===== config.mk =====
export PLATFORM = sky130hd
export DESIGN_NAME = ir_queue
export DESIGN_NICKNAME = d
export VERILOG_FILES = /design/src/rtl/ir_queue.sv
export SDC_FILE = /design/constraint.sdc
export NUM_CORES = 1
export LEC_CHECK = 0
export CAP_MARGIN = 20
export CORE_MARGIN = 3
export CORE_UTILIZATION = 50
export DETAILED_ROUTE_END_ITERATION = 10
export DONT_BUFFER_PORTS = 1
export PLACE_DENSITY_LB_ADDON = 0.1
export SLEW_MARGIN = 20
export SYNTH_ARGS = -nofsm -noshare
export SYNTH_HDL_FRONTEND = slang
export SYNTH_SLANG_ARGS = --single-unit

===== constraint.sdc =====
create_clock -name clk -period 9.3 [get_ports clk]
set_input_delay 2.325 -clock clk [delete_from_list [all_inputs] [get_ports clk]]
set_output_delay 2.325 -clock clk [all_outputs]
set_load 0.005 [all_outputs]

===== src/rtl/ir_queue.sv =====
// ir_queue: LC-3b instruction register as a DEPTH-entry FIFO of {instr, pc}.
// Lets fetch run ahead of decode; head fields are decoded combinationally.
module ir_queue #(
  parameter int DEPTH = 4,
  parameter int PC_W  = 16
) (
  input  logic                     clk,
  input  logic                     reset_n,
  input  logic                     flush,
  input  logic                     in_valid,
  output logic                     in_ready,
  input  logic [15:0]              in_instr,
  input  logic [PC_W-1:0]          in_pc,
  output logic                     out_valid,
  input  logic                     out_ready,
  output logic [15:0]              out_instr,
  output logic [PC_W-1:0]          out_pc,
  output logic [$clog2(DEPTH):0]   count,
  output logic [3:0]               opcode,
  output logic [2:0]               dest,
  output logic [2:0]               src1,
  output logic [2:0]               src2,
  output logic [10:0]              offset11,
  output logic [8:0]               offset9,
  output logic [5:0]               offset6,
  output logic [4:0]               imm5,
  output logic [3:0]               imm4,
  output logic                     instruction5,
  output logic                     instruction11
);

  localparam int AW = $clog2(DEPTH);
  localparam int CW = AW + 1;
  localparam logic [CW-1:0] FULL = CW'(DEPTH);

  typedef enum logic [3:0] {
    OP_BR   = 4'h0,
    OP_ADD  = 4'h1,
    OP_LDB  = 4'h2,
    OP_STB  = 4'h3,
    OP_JSR  = 4'h4,
    OP_AND  = 4'h5,
    OP_LDW  = 4'h6,
    OP_STW  = 4'h7,
    OP_RTI  = 4'h8,
    OP_XOR  = 4'h9,
    OP_R10  = 4'hA,
    OP_R11  = 4'hB,
    OP_JMP  = 4'hC,
    OP_SHF  = 4'hD,
    OP_LEA  = 4'hE,
    OP_TRAP = 4'hF
  } lc3b_opcode;

  typedef struct packed {
    logic [15:0]     instr;
    logic [PC_W-1:0] pc;
  } entry_t;

  entry_t        mem [DEPTH];
  logic [AW-1:0] rd_ptr;
  logic [AW-1:0] wr_ptr;
  logic          push;
  logic          pop;
  entry_t        head;
  lc3b_opcode    head_op;

  // Ready/valid depend only on registered count, never on the other side.
  assign in_ready  = (count != FULL);
  assign out_valid = (count != '0);
  assign push      = in_valid && in_ready;
  assign pop       = out_valid && out_ready;

  always_ff @(posedge clk) begin
    if (!reset_n) begin
      rd_ptr <= '0;
      wr_ptr <= '0;
      count  <= '0;
      for (int i = 0; i < DEPTH; i++) begin
        mem[i] <= '0;
      end
    end else if (flush) begin
      rd_ptr <= '0;
      wr_ptr <= '0;
      count  <= '0;
    end else begin
      if (push) begin
        mem[wr_ptr] <= '{instr: in_instr, pc: in_pc};
        wr_ptr      <= wr_ptr + AW'(1);
      end
      if (pop) begin
        rd_ptr <= rd_ptr + AW'(1);
      end
      case ({push, pop})
        2'b10:   count <= count + CW'(1);
        2'b01:   count <= count - CW'(1);
        default: count <= count;
      endcase
    end
  end

  // Gate the head so stale entries left by a flush stay invisible.
  assign head      = out_valid ? mem[rd_ptr] : '0;
  assign out_instr = head.instr;
  assign out_pc    = head.pc;

  assign head_op       = lc3b_opcode'(out_instr[15:12]);
  assign opcode        = head_op;
  assign dest          = out_instr[11:9];
  assign src1          = out_instr[8:6];
  assign src2          = out_instr[2:0];
  assign offset11      = out_instr[10:0];
  assign offset9       = out_instr[8:0];
  assign offset6       = out_instr[5:0];
  assign imm5          = out_instr[4:0];
  assign imm4          = out_instr[3:0];
  assign instruction5  = out_instr[5];
  assign instruction11 = out_instr[11];

endmodule


# ---- Word-level counts from Yosys, hierarchy flattened
# Memory sizes are Yosys's and may differ from the RTL's. A register that Yosys moved wholly into a read port is not among the register bits.
# Cells that the tools add are included.
dict set report word_totals {
  memories 1
  regBits 7
  latch_bits 0
  romBits 0
  output_inout_bits 87
  ramBits 128
}
dict set report op_classes {
  order_cmp 0
  n_div 0
  n_bitwise 1
  eq_ne 3
  n_shift 0
  n_mul 0
  reduce_logical 6
  add_sub_neg 4
  muxes 12
}
# name words width rd rd_clocked_by_memory_dff write_ports line_no
set mem_list {}
lappend mem_list {mem 4 32 1 1 4 60} ;# entry_t mem [DEPTH];
# cell n
set op_table {}
lappend op_table {{$mux W32} 2}
lappend op_table {{$reduce_or A32 Y1} 1}
lappend op_table {{$mux W1} 6}
lappend op_table {{$mux W2} 3}
lappend op_table {{$pmux W3 S2} 1}
lappend op_table {{$add A2 B1 Y2 const B} 2}
lappend op_table {{$add A3 B1 Y3 const B} 1}
lappend op_table {{$ne A3 B3 Y1 const B} 1}
lappend op_table {{$reduce_bool A3 Y1} 1}
lappend op_table {{$sub A3 B1 Y3 const B} 1}
lappend op_table {{$eq A2 B1 Y1 const B} 1}
lappend op_table {{$eq A2 B2 Y1 const B} 1}
lappend op_table {{$logic_and A1 B1 Y1} 2}
lappend op_table {{$reduce_bool A2 Y1} 1}
lappend op_table {{$reduce_or A2 Y1} 1}
lappend op_table {{$not A1 Y1} 1}

# ---- Depth between registers and ports, before layout
# Gate-level depths: netlist (run 1).
dict set report depth {
  ltp_word 8
  mapped_depth 9
}

# ---- Least setup slack after synthesis (run 1)
# OpenSTA, ideal clock, no wires.
dict set report synth_timing {
  path_kind {input port to flip-flop}
  from {input flush}
  to {memory mem[3][0] in the netlist's numbering (enable)}
  t_required_ns 8.834
  setup_slack_ns 4.094
  cell_stages 2
  t_arrival_ns 4.741
  path_cell_list {nand2b_1 o21ai_0}
}
# item line_no
set synth_rtl {}
lappend synth_rtl {{start, declared} 9} ;# input logic flush,
lappend synth_rtl {{end, declared} 60}

==> flow_summary.toml, run 1 <==
[detailed_routing]
drtIter0Drc = 230
first_pass_iters = 4
drcViolationCount = 0
wl_um = 12010
viasPerCell = 5.271
num_vias = 3094
drtAntennaViolNets = 0
wl_per_cell_um = 20.46

[power]
ir_drop_mv = 0.1094
power_density_mw_per_mm2 = 202.1
total_power_mw = 1.404
power_leakage_nw = 2.430

[clocking]
htree_levels = 4
cts_resized = 0
clockBufferDepth = 2
clock_latency_ns = 0.41
cts.reportedPaths.clkPinSlew_ns = 0.05
cts_tree = "built"
cts_hold_buf = 0
cts_buffers = 17
clockRootBuffer = "clkbuf_16"
post_cts_buffers = 0
cts_sinks = 137

[die]
die_area_mm2 = 0.01466
die_w_um = 121.1
ioPinCount = 124
coreArea_mm2 = 0.01277
start_util = 0.5185
std_cell_rows = 41
die_y_um = 121.1

[sta]
slew_headroom = 0.3542
rsz0062_at_grt = "false"
timing.fmax_mhz = 214.2
fin_ws_ns = 4.632
fin_setup_tns_ns = 0
fin_crit_sh = 0.5020
setup_viol = 0
period_minus_slack_ns = 4.668
hold_violations = 0
worstMarginPinSlew_ns = 0.9688
drv_slew = 0
clock_skew_ns = 0.004893

[grt]
grt-ovfl-total = 0
grt_max_degree = 35
grt.total_usage = 0.1802
grt_pass1_wl_um = 19260
antenna_found_initial = 0
grt_pass1_vias = 3481

[place]
io_buffers = 0
hpwlAfterDp_um = 6779
gp_congestion = 0.7096
place_ws_ns = 4.950

[yosys]
ys_seq_area_frac = 0.6076
synth_top_cells_by_area = "edfxtp_1 (58%), and2_1 (12%), mux4_2 (11%)"
synth-edff-count = 128
synth_top_area_frac = 0.5804
synth-main-ff-cell = "edfxtp_1"
synthesis.area_mm2 = 0.006623
postSynthCellCount = 448
synth_seq_cells = 137
synth_cell_type_count = 30
synth_fp_nets = 487
syn_avg_cell_area_um2 = 14.78
async_reset_ff_frac = 0
yosysWarnings = 0
synth_area_leader_cell = "edfxtp_1"

[worst_setup_path]
reg2reg_slack_ns = 6.58
cp.arrival_ns = 2.34
critPathCaptureType = "output port"
cp-start-kind = "register"
worstPathRequired_ns = 6.98
crit_type = "register to output port"
path_max_fanout = 18

[layout]
fin_util = 0.5437
layout_common_cells = "and2_1 (129), edfxtp_1 (128), nor2b_1 (34)"
drive_gt1_frac = 0.1855
final_common_cell = "and2_1"
nNetsFinal = 441
antennaDiodeCount = 0
area_growth_pct = 4.874

[run_status]
run_status = "complete, no violations"

[hold_path]
hold_path.class = "register to register"

[job]
drv_cap = 0
## area by class of cell
type | count | area (µm²)
clock inverter | 12 | 107.6
inverter | 6 | 22.52
multi-input combinational | 233 | 2085
clock buffer | 20 | 436.7
fill | 1027 | 5828
sequential | 137 | 4026
timing repair buffer | 7 | 52.55
tap | 172 | 215.2
## per-layer routing
layer  vias to the layer above  global-route usage  share of wire
li1                       1452                   -              -
met1                      1547              0.2146           0.41
met2                        81              0.2956           0.50
met3                        14             0.07086          0.076
met4                         0             0.06870          0.014
met5                         -                   0              0
## cell families after synthesis
| logic type | after synthesis | share of synthesized area |
|---|---|---|
| and+or+nand+nor | 186 | 0.1861 |
| DFF | 137 | 0.6076 |
| buffers and inverters | 78 | 0.08124 |
| muxes | 32 | 0.1088 |
| AOI/OAI and AO/OA | 11 | 0.008691 |
| xor gates and xnor gates | 2 | 0.002645 |
| adders and majority gates | 2 | 0.004912 |
## through the flow
| stage | cell area, µm² | hold WS [ns] | instances |
|---|---|---|---|
| CTS | 6945 | 0.4845 | 587 |
| floorplan | 6623 | 0.4591 | 448 |
| finish | 6945 | 0.4763 | 587 |
| detailed placement | 6401 | 0.4804 | 555 |
| global route | 6945 | 0.5176 | 587 |
| global placement | 6401 | 0.4606 | 555 |
## critical path, stage by stage (launching register included)
cell	delay [ns]
dfxtp_2	0.68
buf_4	0.46
mux4_2	0.56
nor2b_1	0.23
## cell usage after synthesis, drive strengths merged, types with 2 or more instances
library cell / n
clkbuf: 9
dfxtp: 9
buf: 63
and2: 129
xor2: 2
edfxtp: 128
inv: 6
a21oi: 4
nor2b: 34
nor4b: 2
or3: 3
nand2: 3
mux4: 32
nand2b: 4
o21ai: 6
nor2: 4
## final timing paths
| kind | depth (start not counted) | endpoint | startpoint |
|---|---|---|---|
| hold reg to reg | 2 | register | rd_ptr[1] |
| hold / removal | 2 | register | rd_ptr[1] |
| setup / recovery | 3 | offset6[4] | register |
| setup reg to reg | 9 | count[2] | count[0] |
## report_power, final
group / switching, mW / internal (mW)
Sequential: 0.00937 / 0.703
Combinational: 0.0424 / 0.0284
Clock: 0.233 / 0.388
## flip-flops by register name, indices dropped and copies added (netlist names), named ones only
register	cells
rd_ptr	2
wr_ptr	2
mem	128
count	3
Note: power is estimated with default switching activity, not from simulation.
==> run 2, diff against run 1 <==
==> constraint.sdc (replaced) <==
create_clock -name clk -period 4.05 [get_ports clk]
set_input_delay 1.0125 -clock clk [delete_from_list [all_inputs] [get_ports clk]]
set_output_delay 1.0125 -clock clk [all_outputs]
set_load 0.005 [all_outputs]
==> run 2 against run 1 <==
Against the previous run: final area is 0.11% lower; clock skew is 0.00065 ns lower; largest cell class unchanged; sequential power is 130% higher; highest routed layer unchanged; first-iteration DRC count is 20% lower; register-to-register slack worse by 5.1 ns; non-clock buffer count is 1 higher.
==> flow_summary.toml, run 2 (synthesized netlist as in run 1, its figures left out) <==
[power]
power_leakage_nw = 2.427
power_density_mw_per_mm2 = 453.9
seq_power_share = 0.519
total_power_mw = 3.149
intPower_mw = 2.504
power_frac_comb = 0.052
netSwitchingFraction = 0.2047
switchingPower_mw = 0.6446
ir_drop_mv = 0.3018
clkPwrFrac = 0.429

[grt]
grt_pass1_vias = 3412
grtUsageMet2 = 0.2800
grt_util_met3 = 0.06853
grt-ovfl-total = 0
antenna_found_initial = 0
gr-usage-met1 = 0.2367
grt_pass1_wl_um = 19260
top_usage_layer = "met2"
grt_max_degree = 38
grt.total_usage = 0.1808

[layout]
nNetsFinal = 442
final_common_cell = "and2_1"
area_growth_pct = 4.761
drive_gt1_frac = 0.1851
top_register = "mem"
layout_common_cells = "and2_1 (129), edfxtp_1 (128), nor2b_1 (34)"
antennaDiodeCount = 0
fin_cells = 588
largest_reg_flops = 128
largest_registers = "mem x128, count x3"

[sta]
drv_slew = 0
timing.hold.ws_ns = 0.4885
worstMarginPinSlew_ns = 0.9941
hold_violations = 0
slew_headroom = 0.3373
setup_viol = 0
fin_crit_sh = 0.7751
fin_setup_tns_ns = 0
rsz0062_at_grt = "false"
period_minus_slack_ns = 3.139
timing.fmax_mhz = 318.6
clock_skew_ns = 0.004242

[detailed_routing]
drcViolationCount = 0
num_vias = 3095
wl_um = 12160
wl_per_cell_um = 20.68
drtIter0Drc = 183
drtAntennaViolNets = 0
viasPerCell = 5.264
first_pass_iters = 5

[worst_setup_path]
cp-start-kind = "register"
worstPathRequired_ns = 3.04
critPathCaptureType = "output port"
cp.arrival_ns = 2.13
crit_type = "register to output port"
path_max_fanout = 19

[place]
placed_cells = 556
gp_congestion = 0.7225
io_buffers = 0
hpwlAfterDp_um = 6794

[die]
std_cell_rows = 41
start_util = 0.5185
die_w_um = 121.1
ioPinCount = 124
coreArea_mm2 = 0.01277
die_area_mm2 = 0.01466
die_y_um = 121.1

[clocking]
clockBufferDepth = 2
cts.reportedPaths.clkPinSlew_ns = 0.05
post_cts_buffers = 0
cts_resized = 0
htree_levels = 4
cts_tree = "built"
cts_buffers = 17
cts_sinks = 137
clockRootBuffer = "clkbuf_16"
clock_latency_ns = 0.41
cts_hold_buf = 0

[job]
drv_cap = 0

[run_status]
run_status = "complete, no violations"

[hold_path]
hold_path.class = "register to register"
-- run 2: cell types whose count changed in the layout (fill, tap and decap cells not counted), sizes merged --
| cell | change |
|---|---|
| clkinv | -4 |
| clkinvlp | -1 |
| bufinv | -2 |
| clkbuf | +7 |
| buf | +1 |
-- run 2: final timing paths --
kind | endpoint | startpoint | cells past startpoint | slack [ns]
hold / removal | register | rd_ptr[1] | 2 | 0.49
hold reg to reg | register | rd_ptr[1] | 2 | 0.49
setup / recovery | src1[1] | register | 3 | 0.91
setup reg to reg | count[2] | count[2] | 9 | 1.48
-- run 2: area by class of cell --
type                    instances  area, µm²
fillers                      1052       5836
flip-flops and latches        137       4026
multi-input cells             233       2085
clock buffers                  27      493.0
well taps                     172      215.2
repair buffers                  8      72.57
clock inverters                 5      23.77
inverters                       6      22.52
-- run 2: per-layer routing --
| metal | up-vias | wire (µm) |
|---|---|---|
| li1 | 1449 | - |
| met1 | 1554 | 5213 |
| met2 | 80 | 5865 |
| met3 | 12 | 941 |
| met4 | 0 | 142 |
| met5 | - | 0 |
-- run 2: stage by stage --
step | util | setup WS, ns | instance area (µm²)
after detailed placement | 0.5027 | 1.278 | 6421
after CTS | 0.5431 | 0.8336 | 6938
after global placement | 0.5027 | 1.265 | 6421
after global routing | 0.5431 | 0.7283 | 6938
after floorplan | - | 0.1561 | 6623
final | 0.5431 | 0.9110 | 6938
-- run 2: power by group through the flow --
stage / registers [mW] / logic [mW] / clock network (mW)
floorplan: 1.66 / 0.160 / 0
global placement: 1.66 / 0.167 / 0
detailed placement: 1.67 / 0.169 / 0
CTS: 1.64 / 0.169 / 1.37
global route: 1.64 / 0.183 / 1.44
finish: 1.64 / 0.163 / 1.35
-- run 2: worst max-delay path, cell delays in order, from the launching register on --
cell and delay (ns):
dfxtp_2 0.66, buf_12 0.27, mux4_2 0.54, nor2b_1 0.22
